--- config.mk ---
export PLATFORM = sky130hd
export DESIGN_NAME = gpio_in_conditioner_flat
export DESIGN_NICKNAME = d
export VERILOG_FILES = /design/src/rtl/gpio_cond_pkg.sv /design/src/rtl/gpio_in_conditioner_if.sv /design/src/rtl/gpio_debounce_bit.sv /design/src/rtl/gpio_in_conditioner.sv /design/src/flat_wrapper.sv
export SDC_FILE = /design/constraint.sdc
export NUM_CORES = 1
export LEC_CHECK = 0
export CELL_PAD_IN_SITES_DETAIL_PLACEMENT = 1
export CELL_PAD_IN_SITES_GLOBAL_PLACEMENT = 1
export CORE_MARGIN = 4
export CORE_UTILIZATION = 30
export DETAILED_ROUTE_END_ITERATION = 8
export PLACE_DENSITY_LB_ADDON = 0.2
export SYNTH_ARGS = -nofsm -noshare
export SYNTH_HDL_FRONTEND = slang
export SYNTH_SLANG_ARGS = --single-unit
--- constraint.sdc ---
create_clock -name clk -period 3.05 [get_ports clk]
set_clock_uncertainty 0.05 [all_clocks]
set_input_delay 0.61 -clock clk [delete_from_list [all_inputs] [get_ports clk]]
set_output_delay 0.61 -clock clk [all_outputs]
set_load 0.02 [all_outputs]
--- src/rtl/gpio_cond_pkg.sv ---
// Shared constants and types for the GPIO input conditioner.
// Pure definitions: no latency, no backpressure.
package gpio_cond_pkg;

    localparam int N_IN_DEFAULT        = 14;
    localparam int KEY_LSB             = 0;
    localparam int KEY_W               = 4;
    localparam int SW_LSB              = 4;
    localparam int SW_W                = 10;
    localparam int DEBOUNCE_10MS_25MHZ = 250000;

    typedef enum logic {
        ST_STABLE   = 1'b0,
        ST_COUNTING = 1'b1
    } deb_state_e;

    // Sized so the counter can hold DEBOUNCE_CYCLES without wrapping.
    function automatic int cnt_width(input int cycles);
        return $clog2(cycles + 1);
    endfunction

endpackage

--- src/rtl/gpio_in_conditioner_if.sv ---
// Board-input / PIO-side signal bundle of the conditioner.
// Wires only: no latency, no backpressure (inputs sampled every cycle).
interface gpio_in_conditioner_if
    import gpio_cond_pkg::*;
#(
    parameter int N_IN = N_IN_DEFAULT
);
    logic [N_IN-1:0] raw_i;
    logic [N_IN-1:0] clear_i;
    logic [31:0]     gpio_o;
    logic [N_IN-1:0] rise_o;
    logic [N_IN-1:0] fall_o;
    logic [N_IN-1:0] pending_o;
    logic            irq_o;

    modport master (
        output raw_i, clear_i,
        input  gpio_o, rise_o, fall_o, pending_o, irq_o
    );

    modport slave (
        input  raw_i, clear_i,
        output gpio_o, rise_o, fall_o, pending_o, irq_o
    );
endinterface

--- src/rtl/gpio_debounce_bit.sv ---
// One input bit: synchronizer, stability counter, debounced level and edge pulses.
// Latency SYNC_STAGES+DEBOUNCE_CYCLES-1 cycles from sampling edge; no backpressure.
module gpio_debounce_bit
    import gpio_cond_pkg::*;
#(
    parameter int   SYNC_STAGES     = 2,
    parameter int   DEBOUNCE_CYCLES = DEBOUNCE_10MS_25MHZ,
    parameter logic RESET_BIT       = 1'b0
) (
    input  logic clk,
    input  logic reset,
    input  logic raw,
    output logic deb,
    output logic rise,
    output logic fall
);
    localparam int               CNT_W    = cnt_width(DEBOUNCE_CYCLES);
    localparam logic [CNT_W-1:0] CNT_LAST = CNT_W'(DEBOUNCE_CYCLES - 1);

    logic [SYNC_STAGES-1:0] sync_q;
    logic                   s;
    deb_state_e             state_q, state_d;
    logic [CNT_W-1:0]       cnt_q, cnt_d;
    logic                   deb_q, deb_d;
    logic                   rise_q, rise_d;
    logic                   fall_q, fall_d;
    logic                   accept;

    always_ff @(posedge clk) begin
        if (reset) begin
            sync_q <= {SYNC_STAGES{RESET_BIT}};
        end else begin
            sync_q <= {sync_q[SYNC_STAGES-2:0], raw};
        end
    end

    assign s = sync_q[SYNC_STAGES-1];

    always_ff @(posedge clk) begin
        if (reset) begin
            state_q <= ST_STABLE;
            cnt_q   <= '0;
            deb_q   <= RESET_BIT;
            rise_q  <= 1'b0;
            fall_q  <= 1'b0;
        end else begin
            state_q <= state_d;
            cnt_q   <= cnt_d;
            deb_q   <= deb_d;
            rise_q  <= rise_d;
            fall_q  <= fall_d;
        end
    end

    always_comb begin
        state_d = state_q;
        cnt_d   = cnt_q;
        deb_d   = deb_q;
        rise_d  = 1'b0;
        fall_d  = 1'b0;
        accept  = 1'b0;
        case (state_q)
            ST_STABLE: begin
                if (s != deb_q) begin
                    if (DEBOUNCE_CYCLES == 1) begin
                        accept = 1'b1;
                    end else begin
                        state_d = ST_COUNTING;
                        cnt_d   = CNT_W'(1);
                    end
                end
            end
            ST_COUNTING: begin
                // Terminal compare ahead of the increment keeps the counter from wrapping.
                if (s == deb_q) begin
                    state_d = ST_STABLE;
                    cnt_d   = '0;
                end else if (cnt_q == CNT_LAST) begin
                    accept = 1'b1;
                end else begin
                    cnt_d = cnt_q + CNT_W'(1);
                end
            end
            default: begin
                state_d = ST_STABLE;
                cnt_d   = '0;
            end
        endcase
        if (accept) begin
            deb_d   = s;
            rise_d  = s;
            fall_d  = ~s;
            state_d = ST_STABLE;
            cnt_d   = '0;
        end
    end

    assign deb  = deb_q;
    assign rise = rise_q;
    assign fall = fall_q;

endmodule

--- src/rtl/gpio_in_conditioner.sv ---
// Debounced 32-bit PIO input word with per-bit edge pulses and sticky change flags.
// Latency SYNC_STAGES+DEBOUNCE_CYCLES-1 to gpio_o, +1 to pending/irq; no backpressure.
module gpio_in_conditioner
    import gpio_cond_pkg::*;
#(
    parameter int              N_IN            = N_IN_DEFAULT,
    parameter int              SYNC_STAGES     = 2,
    parameter int              DEBOUNCE_CYCLES = DEBOUNCE_10MS_25MHZ,
    parameter logic [N_IN-1:0] RESET_VAL       = {{(N_IN-KEY_W){1'b0}}, {KEY_W{1'b1}}},
    parameter logic [N_IN-1:0] INV_MASK        = '0
) (
    input  logic                 clk,
    input  logic                 reset,
    gpio_in_conditioner_if.slave bus
);
    logic [N_IN-1:0] deb;
    logic [N_IN-1:0] rise;
    logic [N_IN-1:0] fall;
    logic [N_IN-1:0] pending_q, pending_d;
    logic            irq_q;

    for (genvar i = 0; i < N_IN; i++) begin : g_bit
        gpio_debounce_bit #(
            .SYNC_STAGES    (SYNC_STAGES),
            .DEBOUNCE_CYCLES(DEBOUNCE_CYCLES),
            .RESET_BIT      (RESET_VAL[i])
        ) u_bit (
            .clk  (clk),
            .reset(reset),
            .raw  (bus.raw_i[i]),
            .deb  (deb[i]),
            .rise (rise[i]),
            .fall (fall[i])
        );
    end

    // New edges override a simultaneous clear so no transition is lost.
    always_comb begin
        pending_d = (pending_q & ~bus.clear_i) | rise | fall;
    end

    always_ff @(posedge clk) begin
        if (reset) begin
            pending_q <= '0;
            irq_q     <= 1'b0;
        end else begin
            pending_q <= pending_d;
            irq_q     <= |pending_d;
        end
    end

    assign bus.gpio_o    = 32'(deb ^ INV_MASK);
    assign bus.rise_o    = rise;
    assign bus.fall_o    = fall;
    assign bus.pending_o = pending_q;
    assign bus.irq_o     = irq_q;

endmodule

--- src/flat_wrapper.sv ---
// flat-port wrapper written by rule: the top's interface ports become plain ports
module gpio_in_conditioner_flat import gpio_cond_pkg::*;
#(
    parameter int              N_IN            = N_IN_DEFAULT,
    parameter int              SYNC_STAGES     = 2,
    parameter int              DEBOUNCE_CYCLES = DEBOUNCE_10MS_25MHZ,
    parameter logic [N_IN-1:0] RESET_VAL       = {{(N_IN-KEY_W){1'b0}}, {KEY_W{1'b1}}},
    parameter logic [N_IN-1:0] INV_MASK        = '0
)
  (clk, reset, bus_raw_i, bus_clear_i, bus_gpio_o, bus_rise_o, bus_fall_o, bus_pending_o, bus_irq_o);
  gpio_in_conditioner_if #(.N_IN(N_IN)) bus_i ();
  input  logic clk;
  input  logic reset;
  input wire logic [$bits(bus_i.raw_i)-1:0] bus_raw_i;
  input wire logic [$bits(bus_i.clear_i)-1:0] bus_clear_i;
  output wire logic [$bits(bus_i.gpio_o)-1:0] bus_gpio_o;
  output wire logic [$bits(bus_i.rise_o)-1:0] bus_rise_o;
  output wire logic [$bits(bus_i.fall_o)-1:0] bus_fall_o;
  output wire logic [$bits(bus_i.pending_o)-1:0] bus_pending_o;
  output wire logic [$bits(bus_i.irq_o)-1:0] bus_irq_o;
  assign bus_i.raw_i = bus_raw_i;
  assign bus_i.clear_i = bus_clear_i;
  assign bus_gpio_o = bus_i.gpio_o;
  assign bus_rise_o = bus_i.rise_o;
  assign bus_fall_o = bus_i.fall_o;
  assign bus_pending_o = bus_i.pending_o;
  assign bus_irq_o = bus_i.irq_o;
  gpio_in_conditioner #(.N_IN(N_IN), .SYNC_STAGES(SYNC_STAGES), .DEBOUNCE_CYCLES(DEBOUNCE_CYCLES), .RESET_VAL(RESET_VAL), .INV_MASK(INV_MASK)) u_core (.clk(clk), .reset(reset), .bus(bus_i));
endmodule
# Word level (Yosys, flattened, before mapping)
# Cells that the tools add are included.
[classes]
addsub = 14
n_eq_ne = 70
muxes = 140
n_bitwise = 46
reduce_logical = 43
[op_table]
columns = ["cell", "n"]
rows = [
  ["$mux 18", 42],
  ["$pmux 18 s2", 14],
  ["$add 18x1->18 const B", 14],
  ["$eq 18x18->1 const B", 14],
  ["$mux 1", 70],
  ["$reduce_or 2->1", 28],
  ["$ne 3x3->1 const B", 14],
  ["$not 1->1", 42],
  ["$ne 2x2->1 const B", 14],
  ["$or 14x14->14", 2],
  ["$pmux 1 s2", 14],
  ["$reduce_and 2->1", 14],
  ["$and 14x14->14", 1],
  ["$eq 1x1->1", 14],
  ["$ne 1x1->1", 14],
  ["$not 14->14", 1],
  ["$reduce_or 14->1", 1],
]
[word_totals]
register_bits = 351
inputBits = 30
output_inout_bits = 75
elab_cells = 399

# Logic depth before layout (Yosys ltp)
# Gate-level depths: netlist (run 1).
[depth]
ltp_word = 6
mapped_depth = 8
mapped_depth_nobuf = 6

# Hierarchy
# From an unflattened synthesis (run 1), not the netlist that was laid out.
[hier_totals]
hier_cells = 1871
area_unflattened_um2 = 16575.9
[modules_own_cells]
columns = ["mod", "instances", "cells_each", "area_each_um2", "seq_area_each_um2"]
rows = [
  ["gpio_debounce_bit (u_core.g_bit[10].u_bit ...)", 10, 128, 1131.1, 480.5],
  ["gpio_debounce_bit (u_core.g_bit[0].u_bit ...)", 4, 127, 1131.1, 480.5],
  ["gpio_in_conditioner", 1, 83, 740.7, 300.3],
]

# Worst setup path after synthesis (run 1)
# OpenSTA, ideal clock, no wires.
[synth_timing]
path_kind = "reg2reg"
from = "register u_core.g_bit[11].u_bit.cnt_q[6]"
to = "register u_core.g_bit[11].u_bit.cnt_q[16]"
setup_time_ps = 117
t_arrival_ps = 2035
required_ps = 2883
setup_slack_ps = 849
path_stages_with_launch = 7
n_path_buf = 1
period_less_slack_ps = 2201
path_cell_list = "dfxtp_1 > or4b_1 > or4_1 > buf_2 > o21ai_4 > o22ai_1 > a22o_1"
[synth_via]
elab_chain_len = 5
word_cells_on_any_way = 11
cone_classes = "add/sub (1); eq/ne (2); mux (6); reduce/logical (2)"
[synth_rtl]
columns = ["element", "line", "source"]
rows = [
  ["start: declaration", "gpio_debounce_bit.sv:23", "logic [CNT_W-1:0] cnt_q, cnt_d;"],
  ["start signal: assignment", "gpio_debounce_bit.sv:48", "cnt_q <= cnt_d;"],
  ["branches (longest 5 deep; another with $add 18x1->18)", "--", ""],
]
# Several ways; the timed one is not identified. The select of a mux whose other input is x is not followed.
# A chain may end at the register's enable or synchronous reset.

# Final worst setup path (run 1)
[layout_timing]
from = "register u_core.g_bit[7].u_bit.cnt_q[13]"
to = "register u_core.g_bit[7].u_bit.cnt_q[3]"
[layout_via]
elab_chain_len = 5
word_cells_on_any_way = 7
cone_classes = "eq/ne (2); mux (3); reduce/logical (2)"
[layout_rtl]
columns = ["element", "line", "source"]
rows = [
  ["start: declaration", "gpio_debounce_bit.sv:23", ""],
  ["start signal: assignment", "gpio_debounce_bit.sv:48", ""],
  ["$eq 18x18->1 (*)", "gpio_debounce_bit.sv:78", "end else if (cnt_q == CNT_LAST) begin"],
  ["$mux 1", "gpio_debounce_bit.sv:78", ""],
  ["$mux 1", "gpio_debounce_bit.sv:75", "if (s == deb_q) begin"],
  ["$mux 1", "gpio_debounce_bit.sv:62", "case (state_q)"],
  ["$reduce_or 2->1 (no source line)", "--", ""],
]
# Every way passes the cells marked *; elsewhere a longest branch is shown, timed or not.

==> flow_metrics.tcl, run 1 <==
set metrics [dict create \
    run_status "finished clean" \
    synth_cell_types 70 \
    nFillCells 6408 \
    cp_max_fo 12 \
    vias_per_cell 5.18 \
    ctsHoldBuffers 0 \
    dieHeight_um 243 \
    setup_ws_ns 0.460 \
    cts_buffer_depth 3 \
    max_freq_mhz 386 \
    die_area_um2 59300 \
    post_cts_resize_count 0 \
    dp_cells 2719 \
    fin_nets 2060 \
    synthFlopType "dfxtp_1" \
    seq_power_share 0.441 \
    synth.avg_cell_area_um2 8.52 \
    combPwrFrac 0.033 \
    worstMarginPinSlew_ns 1.10 \
    crit_required_ns 3.42 \
    grt_pass1_vias 14696 \
    syn-cell-area_um2 16600 \
    grt_pass1_wl_mm 75.6 \
    period_needed_ns 2.59 \
    ys_ff_latch 351 \
    area_growth_pct 17.7 \
    min_from "u_core.g_bit[1].u_bit.sync_q[0]" \
    start_kind "flip-flop" \
    initialDrtViolationCount 501 \
    synthCells 1952 \
    p_total_mw 10.5 \
    setup_viol_count_final 0 \
    pre_cts_ws_ns 0.492 \
    min_period_over_period 0.849 \
    p_sw_frac 0.221 \
    antenna_found_initial 0 \
    worst_r2r_startpoint "u_core.g_bit[7].u_bit.cnt_q[13]" \
    clk_latency_ns 0.57 \
    row_count 86 \
    htree_levels 2 \
    numCtsBuffers 43 \
    r2r_cells 5 \
    critPathCaptureType "flip-flop" \
    synth-edff-count 0 \
    cp.arrival_ns 2.96 \
    internal_power_mw 8.22 \
    diodes 0 \
    ios 105 \
    drive_gt1_frac 0.0703 \
    hold_depth 1 \
    leakagePower_nw 6.71 \
    final_core_util 0.356 \
    power_frac_clock 0.526 \
    drt-total-wl_mm 45.5 \
    grt_max_degree 90 \
    finalSetupTns_ns 0 \
    synth-warning-count 0 \
    ant_nets 0 \
    start_util 0.302 \
    numPortBuffers 86 \
    rsz0062_at_grt "false" \
    drv_cap 0 \
    hold_path_class "flip-flop to flip-flop" \
    ir_drop_mv 0.329 \
    async_flop_share 0 \
    hold_violations 0 \
    clk_pin_slew_ns 0.06 \
    min_to "u_core.g_bit[1].u_bit.sync_q[1]" \
    gr-usage-all-layers 0.150 \
    cts_tree "yes" \
    slew_violations 0 \
    regToRegEndpoint "u_core.g_bit[7].u_bit.cnt_q[3]" \
    final_common_cell "dfxtp_1" \
    grt.overflow.total 0 \
    p_switching_mw 2.33 \
    dpl.hpwl_mm 31.9 \
    drc 0 \
    gp_congestion 0.770 \
    core_area_um2 55000 \
    r2r_setup_slack_ns 0.46 \
    die_w_um 243 \
    crit_type "flip-flop to flip-flop" \
    fin_cells 2797 \
    drtPass1Iterations 4 \
    clock-sinks 351 \
    post_cts_buffers 0 \
    clk_root_buffer_cell "clkbuf_16" \
    wl_per_cell_um 16.3 \
    power.density_nw_per_um2 539 \
    layout_common_cells "dfxtp_1 (351), nor2_1 (255), nand2_1 (120)" \
    dr_total_vias 14483 \
    slew_headroom 0.263 \
    synth.yosys.seq_area_share 0.423 \
]
[metrics by stage]
stage	hold slack [ns]	instance area (um2)
after global placement	0.350	18000
final	0.359	19600
after global routing	0.408	19600
after floorplan	0.339	16700
after CTS	0.363	19600
after detailed placement	0.347	18000
[registers in the layout, summed over array words and instances (netlist names)]
| register | flops |
|---|---|
| u_core.bus.pending_o | 14 |
| u_core.g_bit.u_bit.deb | 14 |
| u_core.bus.irq_o | 1 |
| u_core.g_bit.u_bit.cnt_q | 252 |
| u_core.g_bit.u_bit.fall | 14 |
| u_core.g_bit.u_bit.state_q | 14 |
| u_core.g_bit.u_bit.rise | 14 |
| u_core.g_bit.u_bit.sync_q | 28 |
[cells by family (layout without fill, tap and decap cells)]
family          after synthesis  in the layout  synth area share
other cells                   1             18          0.000226
mux                          12             12           0.00730
simple gates                917            917             0.291
flops                       351            351             0.423
xor+xnor                    134            134            0.0714
compound gates              375            375             0.147
buf+inv                     148            228            0.0492
fa+ha+maj                    14             14            0.0105
[layout make-up]
| cell class | count | area, um2 | share of cell area |
|---|---|---|---|
| Clock buffer | 58 | 1260 | 0.0646 |
| Tap cell | 748 | 936 | 0.0478 |
| Clock inverter | 20 | 283 | 0.0144 |
| Timing Repair Buffer | 114 | 1080 | 0.0552 |
| Inverter | 36 | 135 | 0.00690 |
| Sequential cell | 351 | 7030 | 0.359 |
| Multi-Input combinational cell | 1470 | 8850 | 0.452 |
[how the worst max path moves through the flow]
stage | cells past startpoint | to | startpoint
after floorplan | 6 | u_core.g_bit[11].u_bit.cnt_q[16] | u_core.g_bit[11].u_bit.cnt_q[6]
after global routing | 5 | u_core.g_bit[7].u_bit.cnt_q[3] | u_core.g_bit[7].u_bit.cnt_q[13]
final | 5 | u_core.g_bit[7].u_bit.cnt_q[3] | u_core.g_bit[7].u_bit.cnt_q[13]
after CTS | 5 | u_core.g_bit[7].u_bit.cnt_q[3] | u_core.g_bit[7].u_bit.cnt_q[13]
after detailed placement | 5 | u_core.g_bit[7].u_bit.cnt_q[3] | u_core.g_bit[7].u_bit.cnt_q[13]
after global placement | 5 | u_core.g_bit[11].u_bit.cnt_q[3] | u_core.g_bit[11].u_bit.cnt_q[6]
[critical path: stages, from the launching register on]
cell     delay (ns)
dfxtp_1        0.40
nor4b_1        0.32
nand4_1        0.21
o31ai_1        0.92
a21o_1         0.43
nor3_1         0.12
[power groups by stage]
stage	Clock [mW]	Sequential, mW	Combinational [mW]
after floorplan	0	4.74	0.247
after global placement	0	4.75	0.349
after detailed placement	0	4.75	0.354
after CTS	5.77	4.65	0.355
after global routing	5.96	4.65	0.389
final	5.55	4.65	0.348
[synthesized netlist by cell type, types with 4 or more instances]
master     number  area (um2)
dfxtp_1       351        7030
nor2_1        255         957
nand2_1       120         450
a21oi_1       102         510
nand3_1       101         505
xor2_1         97         850
nand4_1        75         469
o21ai_0        64         320
buf_4          63         473
and3_1         58         363
nor3_1         53         265
or3_1          39         244
o211ai_1       37         278
a31oi_1        36         225
inv_1          36         135
xnor2_1        36         315
a211oi_1       35         263
nor2b_1        32         200
or4_1          32         240
nor4_1         31         194
clkbuf_1       30         113
and4_1         21         184
and2_1         19         119
or2_2          18         113
a21o_1         17         128
nor4b_1        16         140
o31ai_1        16         120
buf_2          14        70.1
ha_1           14         175
mux2i_1        11         110
a41oi_1        10        87.6
nor3b_1        10        75.1
a22oi_1         9        67.6
nand4b_1        9        78.8
o2111ai_1       8        70.1
a311oi_1        6        52.6
o21ai_1         6        30.0
and3b_1         5        43.8
nand2b_1        4        25.0
nand3b_1        4        30.0
o21ba_2         4        40.0
or4b_2          4        40.0
[metal layers]
metal  routed length [um]  track usage
met5                    0            0
met4                  766       0.0351
met3                 1710       0.0308
met2                20500        0.246
met1                22400        0.203
(Power assumes the default switching activity.)
==> run 2, diff against run 1 <==
==> constraint.sdc (replaced) <==
create_clock -name clk -period 2.47 [get_ports clk]
set_clock_uncertainty 0.05 [all_clocks]
set_input_delay 0.494 -clock clk [delete_from_list [all_inputs] [get_ports clk]]
set_output_delay 0.494 -clock clk [all_outputs]
set_load 0.02 [all_outputs]
==> run 2 against run 1 <==
Effect of this change:
- cell count grew 2.0%
- clock power grew 14%
- sequential power grew 24%
- sequential cell count is the same
- highest routed layer unchanged
- combinational power grew 38%
- critical path depth is the same
- cell area grew 1.8%
- non-clock buffer count grew 59
- die area is the same
- first-iteration DRC count grew 14%
- sequential share of layout area shrank 0.62 points
- total power grew 19%
- largest cell class unchanged
==> flow_metrics.tcl, run 2 (synthesis results as in run 1) <==
set metrics [dict create \
    run_status "finished clean" \
    grt_pass1_vias 15065 \
    dieHeight_um 243 \
    dr_total_vias 14749 \
    largest_register "u_core.g_bit.u_bit.cnt_q" \
    worst_r2r_startpoint "u_core.g_bit[5].u_bit.cnt_q[8]" \
    worstMarginPinSlew_ns 0.932 \
    regArea_um2 7030 \
    r2r_setup_slack_ns 0.13 \
    grt_max_degree 56 \
    post_cts_buffers 0 \
    clock-sinks 351 \
    multi_input_area_um2 8850 \
    drt-total-wl_mm 46.3 \
    hold_path_class "primary input to flip-flop" \
    setup_ws_ns 0.126 \
    wl_per_cell_um 16.2 \
    post_cts_resize_count 0 \
    power.density_nw_per_um2 629 \
    drv_cap 0 \
    drc 0 \
    slew_headroom 0.375 \
    cp-startpoint "u_core.g_bit[5].u_bit.cnt_q[8]" \
    dpl.hpwl_mm 33.3 \
    start_util 0.302 \
    crit_required_ns 2.84 \
    final_core_util 0.362 \
    htree_levels 2 \
    p_total_mw 12.5 \
    nFillCells 6438 \
    ctsHoldBuffers 0 \
    leakagePower_nw 6.94 \
    crit_slowest_cell "or4b_2" \
    grt_pass1_wl_mm 77.5 \
    fin_nets 2120 \
    setup_viol_count_final 0 \
    critPathCaptureType "flip-flop" \
    cp.arrival_ns 2.71 \
    r2r_cells 5 \
    cts_buffer_depth 3 \
    regToRegEndpoint "u_core.g_bit[5].u_bit.cnt_q[11]" \
    reg_top3 "u_core.g_bit.u_bit.cnt_q x252, u_core.g_bit.u_bit.sync_q x28" \
    initialDrtViolationCount 572 \
    drtPass1Iterations 4 \
    crit_end "u_core.g_bit[5].u_bit.cnt_q[11]" \
    die_area_um2 59300 \
    numPortBuffers 86 \
    grt.overflow.total 0 \
    worstPathCellList "or4b_2 > or4b_4 > o21ai_4 > a21o_1 > nor2_1" \
    max_freq_mhz 427 \
    clk_root_buffer_cell "clkbuf_16" \
    cts_tree "yes" \
    rsz0062_at_grt "false" \
    diodes 0 \
    start_kind "flip-flop" \
    min_period_over_period 0.949 \
    row_count 86 \
    drive_gt1_frac 0.0907 \
    largest_reg_flops 252 \
    max_stage_delay_ns 0.70 \
    crit_type "flip-flop to flip-flop" \
    cp_max_fo 12 \
    period_needed_ns 2.34 \
    die_w_um 243 \
    hold_violations 0 \
    gr-usage-all-layers 0.153 \
    area_growth_pct 19.8 \
    ios 105 \
    numCtsBuffers 44 \
    ir_drop_mv 0.470 \
    antenna_found_initial 0 \
    vias_per_cell 5.17 \
    gp_congestion 0.810 \
    final_common_cell "dfxtp_1" \
    pre_cts_ws_ns -0.149 \
    core_area_um2 55000 \
    layout_common_cells "dfxtp_1 (351), nor2_1 (255), nand2_1 (120)" \
    clk_latency_ns 0.56 \
    slew_violations 0 \
    clk_pin_slew_ns 0.06 \
    ant_nets 0 \
]
==> run 2: cell count changes in the layout (fill, tap and decap cells not counted), moves of 3 or more <==
cell        before  now
buf_12           1    4
buf_4           28   84
bufinv_16        7    2
clkbuf_1         4   14
clkinv_2        10    3
clkinvlp_4       3    0
==> run 2: final cells by class <==
class	count	area share
well taps	748	0.0470
flip-flops and latches	351	0.353
multi-input cells	1470	0.444
clock buffers	70	0.0668
repair buffers	173	0.0784
clock inverters	6	0.00421
inverters	36	0.00678
==> run 2: metal layers <==
metal / track usage / part of all wire
met3: 0.0252 / 0.035
met1: 0.208 / 0.49
met4: 0.0469 / 0.024
met5: 0 / 0
met2: 0.249 / 0.45
==> run 2: worst min-delay path by stage <==
stage	slack [ns]	endpoint	depth (start not counted)	startpoint
floorplan	0.34	u_core.g_bit[0].u_bit.sync_q[1]	1	u_core.g_bit[0].u_bit.sync_q[0]
global placement	0.34	u_core.g_bit[0].u_bit.sync_q[1]	1	u_core.g_bit[0].u_bit.sync_q[0]
detailed placement	0.35	u_core.g_bit[3].u_bit.sync_q[1]	1	u_core.g_bit[3].u_bit.sync_q[0]
CTS	0.30	u_core.g_bit[2].u_bit.deb	3	reset
global route	0.34	u_core.g_bit[2].u_bit.deb	3	reset
finish	0.33	u_core.g_bit[2].u_bit.deb	3	reset
==> run 2: critical path: cells and delay by family (launching register included) <==
kind | cells | cell delay (ns)
AO/OA/AOI/OAI | 2 | 0.49
flip-flops | 1 | 0.34
AND/OR/NAND/NOR | 3 | 1.35
==> run 2: where the power goes <==
group / internal, mW / leakage (nW) / total (mW) / switching, mW
combinational: 0.170 / 3.41 / 0.479 / 0.308
sequential: 5.70 / 2.84 / 5.75 / 0.0414
clock: 3.87 / 0.694 / 6.30 / 2.43
==> run 2: through the flow <==
step	instance area [um2]	TNS, ns	hold slack [ns]	cells
floorplan	16700	0	0.339	1969
global placement	18500	-0.197	0.344	2778
detailed placement	18500	-0.149	0.347	2778
CTS	19900	0	0.303	2854
global route	19900	0	0.342	2854
finish	19900	0	0.334	2854
==> run 3, diff against run 2 <==
--- a/config.mk
+++ b/config.mk
@@ -7,10 +7,12 @@
 export LEC_CHECK = 0
 export CELL_PAD_IN_SITES_DETAIL_PLACEMENT = 1
 export CELL_PAD_IN_SITES_GLOBAL_PLACEMENT = 1
+export CORE_ASPECT_RATIO = 1.25
 export CORE_MARGIN = 4
 export CORE_UTILIZATION = 30
 export DETAILED_ROUTE_END_ITERATION = 8
 export PLACE_DENSITY_LB_ADDON = 0.2
+export SLEW_MARGIN = 20
 export SYNTH_ARGS = -nofsm -noshare
 export SYNTH_HDL_FRONTEND = slang
 export SYNTH_SLANG_ARGS = --single-unit
==> run 3 against run 2 <==
Effect of this change:
- core utilization up 0.54 points
- sequential power about the same
- combinational power about the same
- total power up 9.0%
- via count about the same
- global-route usage up 0.24 points
- cell count down 0.25%
- routed wire length up 0.54%
- count of clock-buffer cells in the layout down 14
- cell area up 1.3%
- largest power group unchanged
==> flow_metrics.tcl, run 3 (synthesis results as in run 1) <==
set metrics [dict create \
    largest_register "u_core.g_bit.u_bit.cnt_q" \
    reg_top3 "u_core.g_bit.u_bit.cnt_q x252, u_core.g_bit.u_bit.sync_q x28" \
    gr-usage-all-layers 0.155 \
    drtPass1Iterations 4 \
    worstMarginPinSlew_ns 0.732 \
    hold_violations 0 \
    slew_violations 0 \
    run_status "finished clean" \
    htree_levels 2 \
    clk_root_buffer_cell "clkbuf_16" \
    min_period_over_period 0.937 \
    slew_headroom 0.510 \
    power.density_nw_per_um2 676 \
    layout_common_cells "dfxtp_1 (351), nor2_1 (255), nand2_1 (120)" \
    antenna_found_initial 0 \
    vias_per_cell 5.18 \
    crit_required_ns 2.86 \
    die_w_um 219 \
    area_growth_pct 21.4 \
    drt-total-wl_mm 46.5 \
    fin_nets 2123 \
    grt_max_degree 55 \
    nFillCells 6417 \
    cp_max_fo 11 \
    ir_drop_mv 0.448 \
    critPathCaptureType "flip-flop" \
    dieHeight_um 271 \
    start_util 0.303 \
    finalSetupTns_ns 0 \
    die_area_um2 59300 \
    grt_pass1_wl_mm 78.1 \
    core_area_um2 54900 \
    start_kind "flip-flop" \
    grt_pass1_vias 15405 \
    largest_reg_flops 252 \
    hold_depth 3 \
    cp.arrival_ns 2.71 \
    row_count 96 \
    r2r_cells 5 \
    clock-sinks 351 \
    dp_cells 2770 \
    ios 105 \
    drv_cap 0 \
    grt.overflow.total 0 \
    crit_type "flip-flop to flip-flop" \
    ant_nets 0 \
    clk_latency_ns 0.56 \
    leakagePower_nw 7.08 \
    numCtsBuffers 42 \
    p_total_mw 13.6 \
    max_freq_mhz 432 \
    initialDrtViolationCount 694 \
    numPortBuffers 86 \
    crit_slowest_cell "or4_1" \
    rsz0062_at_grt "false" \
    fin_cells 2847 \
    gp_congestion 0.822 \
    worstPathCellList "or4bb_1 > or4_1 > o21ai_4 > a21o_2 > nor2_1" \
    final_common_cell "dfxtp_1" \
    dpl.hpwl_mm 33.5 \
    drc 0 \
    cts_tree "yes" \
    max_stage_delay_ns 0.64 \
    clk_pin_slew_ns 0.06 \
    dr_total_vias 14743 \
    hold_path_class "primary input to flip-flop" \
    wl_per_cell_um 16.3 \
    period_needed_ns 2.31 \
    diodes 0 \
    setup_viol_count_final 0 \
    drive_gt1_frac 0.0990 \
    cts_buffer_depth 3 \
]
-- run 3: path summary, 6_finish.rpt --
check                                   start                         endpoint  slack [ns]
max          u_core.g_bit[11].u_bit.cnt_q[14]  u_core.g_bit[11].u_bit.cnt_q[8]        0.16
min reg2reg   u_core.g_bit[1].u_bit.sync_q[0]  u_core.g_bit[1].u_bit.sync_q[1]        0.36
min                                     reset        u_core.g_bit[0].u_bit.deb        0.28
max reg2reg  u_core.g_bit[11].u_bit.cnt_q[14]  u_core.g_bit[11].u_bit.cnt_q[8]        0.16
-- run 3: per-layer routing --
metal | vias to the layer above | track usage | part of all wire
li1 | 7324 | - | -
met1 | 7211 | 0.187 | 0.44
met2 | 141 | 0.282 | 0.50
met3 | 67 | 0.0288 | 0.036
met4 | 0 | 0.0411 | 0.022
met5 | - | 0 | 0
-- run 3: cell type report --
class | instances | area [um2] | area share
Timing Repair Buffer | 178 | 1570 | 0.0780
Clock inverter | 21 | 440 | 0.0218
Inverter | 36 | 135 | 0.00670
Tap cell | 735 | 920 | 0.0456
Clock buffer | 56 | 1230 | 0.0608
Sequential cell | 351 | 7030 | 0.348
Multi-Input combinational cell | 1470 | 8860 | 0.439
-- run 3: timing repair --
item / CTS / global route
buffers inserted: 0 / 0
endpoints found under the setup margin: 0 / 15
gates resized for setup: 0 / 3
hold buffers: 0 / 0
-- run 3: report_power, final --
group          leakage [nW]  internal [mW]  switching [mW]  total, mW
Sequential             2.84           5.70          0.0421       5.74
Clock                 0.816           4.85            2.57       7.42
Combinational          3.42          0.169           0.312      0.481
-- run 3: critical path: cells and delay by family, from the launching register on --
kind | cells | cell delay (ns)
AND/OR/NAND/NOR | 3 | 1.26
AO/OA/AOI/OAI | 2 | 0.49
flip-flops | 1 | 0.40
-- run 3: through the flow --
stage	worst slack, ns	instance area [um2]	hold slack (ns)	util
after global routing	0.0162	20200	0.252	0.368
after floorplan	0.269	16700	0.339	-
final	0.156	20200	0.280	0.368
after detailed placement	0.0430	18500	0.350	0.337
after CTS	0.0310	20200	0.247	0.367
after global placement	0.0844	18500	0.344	0.337
